--- config.mk ---
export PLATFORM = sky130hd
export DESIGN_NAME = mips_mc_control
export DESIGN_NICKNAME = d
export VERILOG_FILES = /design/src/rtl/mips_ctrl_pkg.sv /design/src/rtl/mips_alu_decoder.sv /design/src/rtl/mips_mc_control.sv
export SDC_FILE = /design/constraint.sdc
export NUM_CORES = 1
export LEC_CHECK = 0
export BUFFER_PORTS_ARGS = -buffer_cell sky130_fd_sc_hd__buf_4
export CAP_MARGIN = 20
export CORE_MARGIN = 3
export CORE_UTILIZATION = 58
export DETAILED_ROUTE_END_ITERATION = 6
export PLACE_DENSITY_LB_ADDON = 0.12
export SLEW_MARGIN = 20
export SYNTH_ARGS = -nofsm -noshare
export SYNTH_HDL_FRONTEND = slang
export SYNTH_SLANG_ARGS = --single-unit
--- constraint.sdc ---
create_clock -name clk -period 4.9 [get_ports clk]
set_input_delay 0.49 -clock clk [delete_from_list [all_inputs] [get_ports clk]]
set_output_delay 0.49 -clock clk [all_outputs]
set_load 0.02 [all_outputs]
--- src/rtl/mips_ctrl_pkg.sv ---
// Shared encodings for the multicycle MIPS main control FSM: opcodes, functs,
// ALU operations, state codes, mux select codes and the per-state control bundle.
package mips_ctrl_pkg;

    typedef enum logic [3:0] {
        S_FETCH   = 4'd0,
        S_DECODE  = 4'd1,
        S_MEMADR  = 4'd2,
        S_MEMRD   = 4'd3,
        S_MEMWB   = 4'd4,
        S_MEMWR   = 4'd5,
        S_EXECUTE = 4'd6,
        S_ALUWB   = 4'd7,
        S_BRANCH  = 4'd8,
        S_ADDIEX  = 4'd9,
        S_ADDIWB  = 4'd10,
        S_JUMP    = 4'd11
    } state_t;

    localparam logic [5:0] OP_RTYPE = 6'b000000;
    localparam logic [5:0] OP_J     = 6'b000010;
    localparam logic [5:0] OP_BEQ   = 6'b000100;
    localparam logic [5:0] OP_BNE   = 6'b000101;
    localparam logic [5:0] OP_ADDI  = 6'b001000;
    localparam logic [5:0] OP_LW    = 6'b100011;
    localparam logic [5:0] OP_SW    = 6'b101011;

    localparam logic [5:0] FN_ADD = 6'b100000;
    localparam logic [5:0] FN_SUB = 6'b100010;
    localparam logic [5:0] FN_AND = 6'b100100;
    localparam logic [5:0] FN_OR  = 6'b100101;
    localparam logic [5:0] FN_SLT = 6'b101010;

    localparam logic [2:0] ALU_AND = 3'b000;
    localparam logic [2:0] ALU_OR  = 3'b001;
    localparam logic [2:0] ALU_ADD = 3'b010;
    localparam logic [2:0] ALU_SUB = 3'b110;
    localparam logic [2:0] ALU_SLT = 3'b111;

    localparam logic [1:0] PC_ALU    = 2'b00;
    localparam logic [1:0] PC_ALUOUT = 2'b01;
    localparam logic [1:0] PC_JUMP   = 2'b10;

    localparam logic SRCA_PC  = 1'b0;
    localparam logic SRCA_REG = 1'b1;

    localparam logic [1:0] SRCB_REG     = 2'b00;
    localparam logic [1:0] SRCB_FOUR    = 2'b01;
    localparam logic [1:0] SRCB_IMM     = 2'b10;
    localparam logic [1:0] SRCB_IMM_SH2 = 2'b11;

    typedef struct packed {
        logic       mem_req;
        logic       mem_write;
        logic       iord;
        logic [1:0] pc_src;
        logic       alu_src_a;
        logic [1:0] alu_src_b;
        logic [2:0] alu_op;
        logic       reg_write;
        logic       reg_dst;
        logic       mem_to_reg;
    } ctrl_t;

    // Moore control bundle for a state; ex_op is the funct-decoded ALU operation.
    function automatic ctrl_t state_ctrl(input state_t s, input logic [2:0] ex_op);
        ctrl_t c;
        c        = '0;
        c.alu_op = ALU_ADD;
        case (s)
            S_FETCH: begin
                c.mem_req   = 1'b1;
                c.alu_src_a = SRCA_PC;
                c.alu_src_b = SRCB_FOUR;
                c.pc_src    = PC_ALU;
            end
            S_DECODE:  c.alu_src_b = SRCB_IMM_SH2;
            S_MEMADR: begin
                c.alu_src_a = SRCA_REG;
                c.alu_src_b = SRCB_IMM;
            end
            S_MEMRD: begin
                c.mem_req = 1'b1;
                c.iord    = 1'b1;
            end
            S_MEMWB: begin
                c.reg_write  = 1'b1;
                c.mem_to_reg = 1'b1;
            end
            S_MEMWR: begin
                c.mem_req   = 1'b1;
                c.mem_write = 1'b1;
                c.iord      = 1'b1;
            end
            S_EXECUTE: begin
                c.alu_src_a = SRCA_REG;
                c.alu_src_b = SRCB_REG;
                c.alu_op    = ex_op;
            end
            S_ALUWB: begin
                c.reg_write = 1'b1;
                c.reg_dst   = 1'b1;
            end
            S_BRANCH: begin
                c.alu_src_a = SRCA_REG;
                c.alu_src_b = SRCB_REG;
                c.alu_op    = ALU_SUB;
                c.pc_src    = PC_ALUOUT;
            end
            S_ADDIEX: begin
                c.alu_src_a = SRCA_REG;
                c.alu_src_b = SRCB_IMM;
            end
            S_ADDIWB:  c.reg_write = 1'b1;
            S_JUMP:    c.pc_src    = PC_JUMP;
            default:   c.alu_op    = ALU_ADD;
        endcase
        return c;
    endfunction

endpackage

--- src/rtl/mips_alu_decoder.sv ---
// R-type funct to ALU operation decoder; funct_valid flags the supported subset.
module mips_alu_decoder
    import mips_ctrl_pkg::*;
(
    input  logic [5:0] funct,
    output logic [2:0] alu_op,
    output logic       funct_valid
);

    always_comb begin
        // NOTE: every always_comb output gets a default first so no latch is inferred.
        alu_op      = ALU_ADD;
        funct_valid = 1'b1;
        case (funct)
            FN_ADD:  alu_op = ALU_ADD;
            FN_SUB:  alu_op = ALU_SUB;
            FN_AND:  alu_op = ALU_AND;
            FN_OR:   alu_op = ALU_OR;
            FN_SLT:  alu_op = ALU_SLT;
            default: funct_valid = 1'b0;
        endcase
    end

endmodule

--- src/rtl/mips_mc_control.sv ---
// Multicycle MIPS main control FSM with memory wait-limit abort.
// Optional macro MIPS_CTRL_BNE_EN adds bne decoding to the BRANCH state.
module mips_mc_control
    import mips_ctrl_pkg::*;
#(
    parameter int MEM_WAIT_MAX = 255,
    parameter int WAIT_W       = 8
) (
    input  logic       clk,
    input  logic       rst_n,
    input  logic [5:0] opcode,
    input  logic [5:0] funct,
    input  logic       zero_flag,
    input  logic       mem_ready,
    output logic       mem_req,
    output logic       mem_write,
    output logic       iord,
    output logic       ir_write,
    output logic       pc_en,
    output logic [1:0] pc_src,
    output logic       alu_src_a,
    output logic [1:0] alu_src_b,
    output logic [2:0] alu_op,
    output logic       reg_write,
    output logic       reg_dst,
    output logic       mem_to_reg,
    output logic       illegal_op,
    output logic       mem_timeout,
    output logic [3:0] state
);

    localparam logic [WAIT_W-1:0] WAIT_LAST =
        (MEM_WAIT_MAX == 0) ? '0 : WAIT_W'(MEM_WAIT_MAX - 1);

    state_t            state_q, state_d;
    ctrl_t             ctrl_q, ctrl_d;
    logic [WAIT_W-1:0] wait_cnt;
    logic              illegal_q, timeout_q;
    logic [2:0]        ex_alu_op;
    logic              funct_valid, op_legal, is_bne, take_branch;
    logic              mem_done, waiting, limit_hit, access_entry;

    mips_alu_decoder u_alu_dec (
        .funct       (funct),
        .alu_op      (ex_alu_op),
        .funct_valid (funct_valid)
    );

`ifdef MIPS_CTRL_BNE_EN
    assign is_bne = (opcode == OP_BNE);
`else
    assign is_bne = 1'b0;
`endif

    assign take_branch = is_bne ? ~zero_flag : zero_flag;

    // NOTE: the FETCH bundle resets with mem_req set, so reset gates it combinationally.
    assign mem_req  = ctrl_q.mem_req & rst_n;
    assign mem_done = mem_req & mem_ready;
    assign waiting  = mem_req & ~mem_ready;
    assign limit_hit = (MEM_WAIT_MAX != 0) && waiting && (wait_cnt == WAIT_LAST);

    always_comb begin
        op_legal = 1'b0;
        case (opcode)
            OP_LW, OP_SW, OP_BEQ, OP_ADDI, OP_J: op_legal = 1'b1;
            OP_RTYPE: op_legal = funct_valid;
            default:  op_legal = is_bne;
        endcase
    end

    always_comb begin
        state_d = state_q;
        case (state_q)
            S_FETCH:   if (mem_done) state_d = S_DECODE;
            S_DECODE: begin
                if (!op_legal) state_d = S_FETCH;
                else begin
                    case (opcode)
                        OP_LW, OP_SW: state_d = S_MEMADR;
                        OP_RTYPE:     state_d = S_EXECUTE;
                        OP_ADDI:      state_d = S_ADDIEX;
                        OP_J:         state_d = S_JUMP;
                        default:      state_d = S_BRANCH;
                    endcase
                end
            end
            S_MEMADR:  state_d = (opcode == OP_LW) ? S_MEMRD : S_MEMWR;
            S_MEMRD:   if (mem_done) state_d = S_MEMWB;
            S_MEMWR:   if (mem_done) state_d = S_FETCH;
            S_EXECUTE: state_d = S_ALUWB;
            S_ADDIEX:  state_d = S_ADDIWB;
            default:   state_d = S_FETCH;
        endcase
        if (limit_hit) state_d = S_FETCH;

        // Outputs are registered from the next state; an abort lands in FETCH with the request dropped.
        ctrl_d = state_ctrl(state_d, ex_alu_op);
        if (limit_hit) ctrl_d.mem_req = 1'b0;

        access_entry = limit_hit ||
                       ((state_d != state_q) &&
                        (state_d == S_FETCH || state_d == S_MEMRD || state_d == S_MEMWR));
    end

    always_ff @(posedge clk or negedge rst_n) begin
        if (!rst_n) begin
            state_q   <= S_FETCH;
            ctrl_q    <= state_ctrl(S_FETCH, ALU_ADD);
            wait_cnt  <= '0;
            illegal_q <= 1'b0;
            timeout_q <= 1'b0;
        end else begin
            state_q   <= state_d;
            ctrl_q    <= ctrl_d;
            illegal_q <= (state_q == S_DECODE) && !op_legal;
            timeout_q <= limit_hit;
            if (access_entry)                   wait_cnt <= '0;
            else if (waiting && wait_cnt != '1) wait_cnt <= wait_cnt + 1'b1;
        end
    end

    assign ir_write    = (state_q == S_FETCH) && mem_done;
    assign pc_en       = ir_write || (state_q == S_JUMP) || ((state_q == S_BRANCH) && take_branch);
    assign mem_write   = ctrl_q.mem_write;
    assign iord        = ctrl_q.iord;
    assign pc_src      = ctrl_q.pc_src;
    assign alu_src_a   = ctrl_q.alu_src_a;
    assign alu_src_b   = ctrl_q.alu_src_b;
    assign alu_op      = ctrl_q.alu_op;
    assign reg_write   = ctrl_q.reg_write;
    assign reg_dst     = ctrl_q.reg_dst;
    assign mem_to_reg  = ctrl_q.mem_to_reg;
    assign illegal_op  = illegal_q;
    assign mem_timeout = timeout_q;
    assign state       = state_q;

endmodule

# Word level (Yosys, flattened, before mapping)
# Index checks and enable logic that the tools add are counted.
# word_totals
regBits	28
out_inout_bits	22
wordCells	99
# classes
add_sub_neg	1
n_eq_ne	32
mux	24
bitwise	4
n_reduce_logical	24
# op_table
cell	n
6-bit == test, second input constant	7
4-bit == test, second input constant	7
4-bit case mux with 7 select lines	1
4-bit by 3-bit == test with 1-bit output, second input constant	6
4-bit 2-to-1 mux	5
4-bit by 2-bit == test with 1-bit output, second input constant	4
8-bit 2-to-1 mux	2
4-bit case mux with 4 select lines	1
3-bit case mux with 4 select lines	1
5-bit OR reduction	2
1-bit 2-to-1 mux	9
8-bit by 1-bit adder with 8-bit output, second input constant	1
4-bit by 1-bit == test with 1-bit output, second input constant	2
8-bit == test, second input constant	1
4-bit logical NOT	2
8-bit != test, second input constant	1
6-bit by 2-bit == test with 1-bit output, second input constant	1
6-bit by 3-bit == test with 1-bit output, second input constant	1
6-bit by 4-bit == test with 1-bit output, second input constant	1
1-bit logical AND	6
6-bit logical NOT	1
2-bit case mux with 3 select lines	1
3-bit case mux with 2 select lines	1
2-bit OR reduction	3
11 further kinds	18

# Logic depth before layout (Yosys ltp)
# logic_depth
word_depth	13
depth_mapped	10
depth_no_buf	10

# By module
# Synthesis repeated with hierarchy kept, for this count alone.
# hier_totals
hier_cells	188
hier_area_um2	1866.8
# by_module_without_submodules
mod	instances	cells_each	area_each_um2
mips_mc_control	1	179	1780.5
mips_alu_decoder	1	9	86.3

# Worst setup path after synthesis
# Ideal clock, no wire load.
# synth_path
path_kind	input-to-reg
from	input port opcode[0]
to	register wait_cnt[1]
arrival_time_ps	2497
required_time_ps	4813
path_slack_ps	2316
path_stages	8
path_cell_list	or3_1 -> a2111o_1 -> or3_4 -> and3_4 -> buf_6 -> a32oi_4 -> a32oi_4 -> a211oi_2
# synth_via
elab_chain_len	12
word_cells_on_any_way	24
# synth_lines
item	line_no	source
start, declared	mips_mc_control.sv:11	input logic [5:0] opcode,
6-bit == test (tied with other cells)	mips_mc_control.sv:65, mips_mc_control.sv:79, mips_mc_control.sv:88	
5-bit OR reduction or 2-bit OR reduction (tied branches)	mips_mc_control.sv:65, mips_mc_control.sv:79	
1-bit case mux with 2 select lines or 4-bit case mux with 4 select lines (tied branches)	mips_mc_control.sv:65, mips_mc_control.sv:79	
4-bit 2-to-1 mux	mips_mc_control.sv:77	if (!op_legal) state_d = S_FETCH;
4-bit case mux with 7 select lines *	mips_mc_control.sv:74	case (state_q)
4-bit 2-to-1 mux *	mips_mc_control.sv:95	if (limit_hit) state_d = S_FETCH;
4-bit by 2-bit == test with 1-bit output or 4-bit logical NOT (tied branches)	mips_mc_control.sv:103	(state_d == S_FETCH || state_d == S_MEMRD || state_d == S_MEMWR));
1-bit logical OR (2 in series)	mips_mc_control.sv:103	
1-bit logical AND *	mips_mc_control.sv:102	((state_d != state_q) &&
1-bit logical OR *	mips_mc_control.sv:101	access_entry = limit_hit ||
8-bit 2-to-1 mux or 2-bit nonzero test (tied branches)	-	
end signal, assigned	mips_mc_control.sv:119	else if (waiting && wait_cnt != '1) wait_cnt <= wait_cnt + 1'b1;
end, declared	mips_mc_control.sv:37	logic [WAIT_W-1:0] wait_cnt;
# Mark *: on every way between the ends. The rest lies on a longest branch, timed or not.
# A chain may end at the register's enable or synchronous reset.

# Worst setup path in the final report
# layout_path
from	register state_q[1] (netlist: state[1])
to	register wait_cnt[7]
# layout_via
elab_chain_len	9
word_cells_on_any_way	22
# layout_lines
item	line_no	source
start, declared	mips_mc_control.sv:35	state_t state_q, state_d;
start signal, assigned	mips_mc_control.sv:114	state_q <= state_d;
4-bit == test (tied with other cells)	mips_mc_control.sv:74	
4-bit case mux with 7 select lines	mips_mc_control.sv:74	
4-bit 2-to-1 mux	mips_mc_control.sv:95	
4-bit by 2-bit == test with 1-bit output or 4-bit logical NOT (tied branches)	mips_mc_control.sv:103	
1-bit logical OR (2 in series)	mips_mc_control.sv:103	
1-bit logical AND *	mips_mc_control.sv:102	
1-bit logical OR *	mips_mc_control.sv:101	
8-bit 2-to-1 mux or 2-bit nonzero test (tied branches)	-	
# Marks and branches as above.

==> run summary <==
number of synthesized flops with an enable pin -> 0
outcome -> finished, final reports clean
Netlist Area Pre-Place -> 0.00175 mm²
total die area -> 0.00371 mm²
Setup crit start kind -> flop
clock tree root buffer cell -> clkbuf_4
I/O pin count -> 38
Max Cap Viol -> 0
Vert. Die Dim -> 60.9 µm
Detail Route Antenna Nets -> 0
post-synth cell types -> 54
Routed WL per cell -> 14.6 µm
Worst Path Buf+Inv -> 0
post-layout instance area -> 0.00200 mm²
Tcrit/Tclk final -> 0.578
share of cells above drive strength 1 -> 0.253
Final setup viols -> 0
Worst EP arrival -> 3.04 ns
Seq cells post-synth -> 28
Crit. End Element -> flop
CTS sink count -> 28
worst-margin pin slew -> 0.841 ns
final WL -> 3.62 mm
ant diodes -> 0
setup slack, reg-to-reg -> 2.07 ns
first-pass GRT wire length -> 5.90 mm
Worst R2R Start -> state[1]
Starting Density -> 0.624
Synth Flop Type -> dfrtp_1
Worst slew margin -> 0.436
CTS H-Tree Depth -> 1
Worst Clk Skew -> 0.00732 ns
Hold WS -> 0.0719 ns
post-synthesis average cell area -> 9.21 µm²
critical path type -> reg -> reg
critical path peak fanout -> 18
total power divided by cell area -> 226 mW/mm²
CTS tree -> yes
Final nets -> 236
post-cts sizing count -> 0
area grow syn2layout -> 14.6%
Hold-fix buffers, CTS -> 0
Syn Inst Count -> 190
slowest cell on the critical path -> dfrtp_1
endpoints failing hold -> 0
CP max stage delay -> 0.59 ns
fin. max-slew vios -> 0
RD Place Congestion -> 0.875
initial DRC count -> 60
die width -> 60.9 µm
worst-case clock buffer depth -> 2
Peak supply drop -> 0.000104 V
ys async rst share -> 1.00
Warnings, synthesis -> 0
Worst-Skew Late Latency -> 0.31 ns
DR vias -> 1,516
router iterations before antenna repair -> 4
vias in the first global route -> 1,321
CP Data Required Time -> 5.10 ns
Placement Cell Area -> 0.00198 mm²
core area -> 0.00281 mm²
initial antenna violation count -> 0
Via density -> 6.11
CP cell instances -> or3b_4, a2111o_1, or3_4, a31oi_1, a32oi_4, a32oi_4, nor2_1
Congestion Overflow GR -> 0
Hold WC Path Type -> in -> async
critical path's most frequent cell -> a32oi_4
clock-pin slew on the worst setup and hold paths -> 0.14 ns
crit-path leading delay family -> compound AO/OA/AOI/OAI gates
post-route total power -> 0.000453 W
number of flip-flops in the largest register -> 8
final routed DRC violation total -> 0
Fin Setup TNS -> 0 ns
Syn Nets -> 208
unrepaired setup endpoints after global routing -> false
Fmax -> 353 MHz
detailed placement HPWL -> 2.85 mm
Largest Register -> wait_cnt
FP Rows -> 19
sequential area share after synthesis -> 0.403
post-CTS setup buffers -> 0
reg2reg path depth -> 7
LEAKAGE -> 0.920 nW
CTS Buf Count -> 3
Port Buffers -> 37
FF-to-FF End -> wait_cnt[7]
Total GRT Usage -> 0.208
Final min period -> 2.83 ns
pin count of the biggest net entering global routing -> 33
report_power, final:
| part | internal [W] | switching [W] |
|---|---|---|
| Combinational | 0.0000439 | 0.0000566 |
| Clock | 0.0000318 | 0.0000622 |
| Sequential | 0.000244 | 0.0000143 |
cells in the mapped netlist (3+ instances only):
master | instances | area, µm²
nor3_1 | 6 | 30.0
o21bai_1 | 3 | 22.5
nor2b_1 | 4 | 25.0
o21ai_0 | 8 | 40.0
a21oi_1 | 10 | 50.1
dfstp_2 | 3 | 78.8
nand2_1 | 9 | 33.8
nor3b_1 | 3 | 22.5
inv_1 | 8 | 30.0
xnor2_1 | 4 | 35.0
nand3_1 | 5 | 25.0
nor2_1 | 24 | 90.1
a31oi_1 | 4 | 25.0
dfrtp_1 | 25 | 626
xor2_1 | 5 | 43.8
clkbuf_1 | 5 | 18.8
and3_1 | 3 | 18.8
nand4_1 | 5 | 31.3
nand2b_1 | 6 | 37.5
buf_4 | 7 | 52.6
layout by cell type, fill, tap and decap left out, types with 4 or more instances in the layout:
cell and instances:
nor3_1 6, buf_4 37, inv_1 8, a21oi_1 10, xor2_1 5, nand3_1 5, nor2b_1 4, o21ai_0 8
nor2_1 24, xnor2_1 4, nand4_1 5, nand2_1 9, nand2b_1 6, dfrtp_1 25, a31oi_1 4
cells by family (layout without fill, tap and decap cells):
family,count (synthesis),after routing,synth area share
AO/OA/AOI/OAI,46,46,0.205
XOR/XNOR,9,9,0.0451
adder cells (fa/ha/maj),2,2,0.0143
buffers and inverters,22,49,0.0672
flip-flops,28,28,0.403
AND/OR/NAND/NOR,83,83,0.265
routing by layer:
layer  track usage  routed length (µm)  up-vias
met4        0.0279                  20        0
met3        0.0319                 165        2
met1         0.315                1770      733
li1              -                   -      739
met5             0                   0        -
met2         0.324                1660       42
stage by stage:
step           worst slack [ns]  instances   util
2_1_floorplan              2.32        190      -
3_3_place_gp               2.14        244  0.705
3_5_place_dp               2.01        244  0.705
4_1_cts                    2.08        248  0.715
5_1_grt                    1.95        248  0.715
6_report                   2.07        248  0.715
how the worst max path moves through the flow:
| stage | start | end | slack (ns) | depth (start not counted) |
|---|---|---|---|---|
| final | state[1] | wait_cnt[7] | 2.07 | 7 |
| after global routing | state[1] | wait_cnt[2] | 1.95 | 7 |
| after CTS | state[1] | wait_cnt[7] | 2.08 | 7 |
| after detailed placement | rst_n | wait_cnt[7] | 2.01 | 9 |
| after global placement | rst_n | wait_cnt[3] | 2.14 | 9 |
| after floorplan | opcode[0] | wait_cnt[1] | 2.32 | 8 |
worst reg2reg max path: stages (launching register included):
cell and delay, ns:
dfrtp_1 0.59, or3b_4 0.51, a2111o_1 0.41, or3_4 0.42
a31oi_1 0.30, a32oi_4 0.10, a32oi_4 0.31, nor2_1 0.09
cell type report:
class / instances / area, µm²
flip-flops and latches: 28 / 704
clock buffers: 4 / 26.3
fillers: 226 / 801
multi-input cells: 140 / 927
well taps: 31 / 38.8
inverters: 8 / 30.0
repair buffers: 37 / 278
No activity file was read; power rests on OpenSTA's default activity.
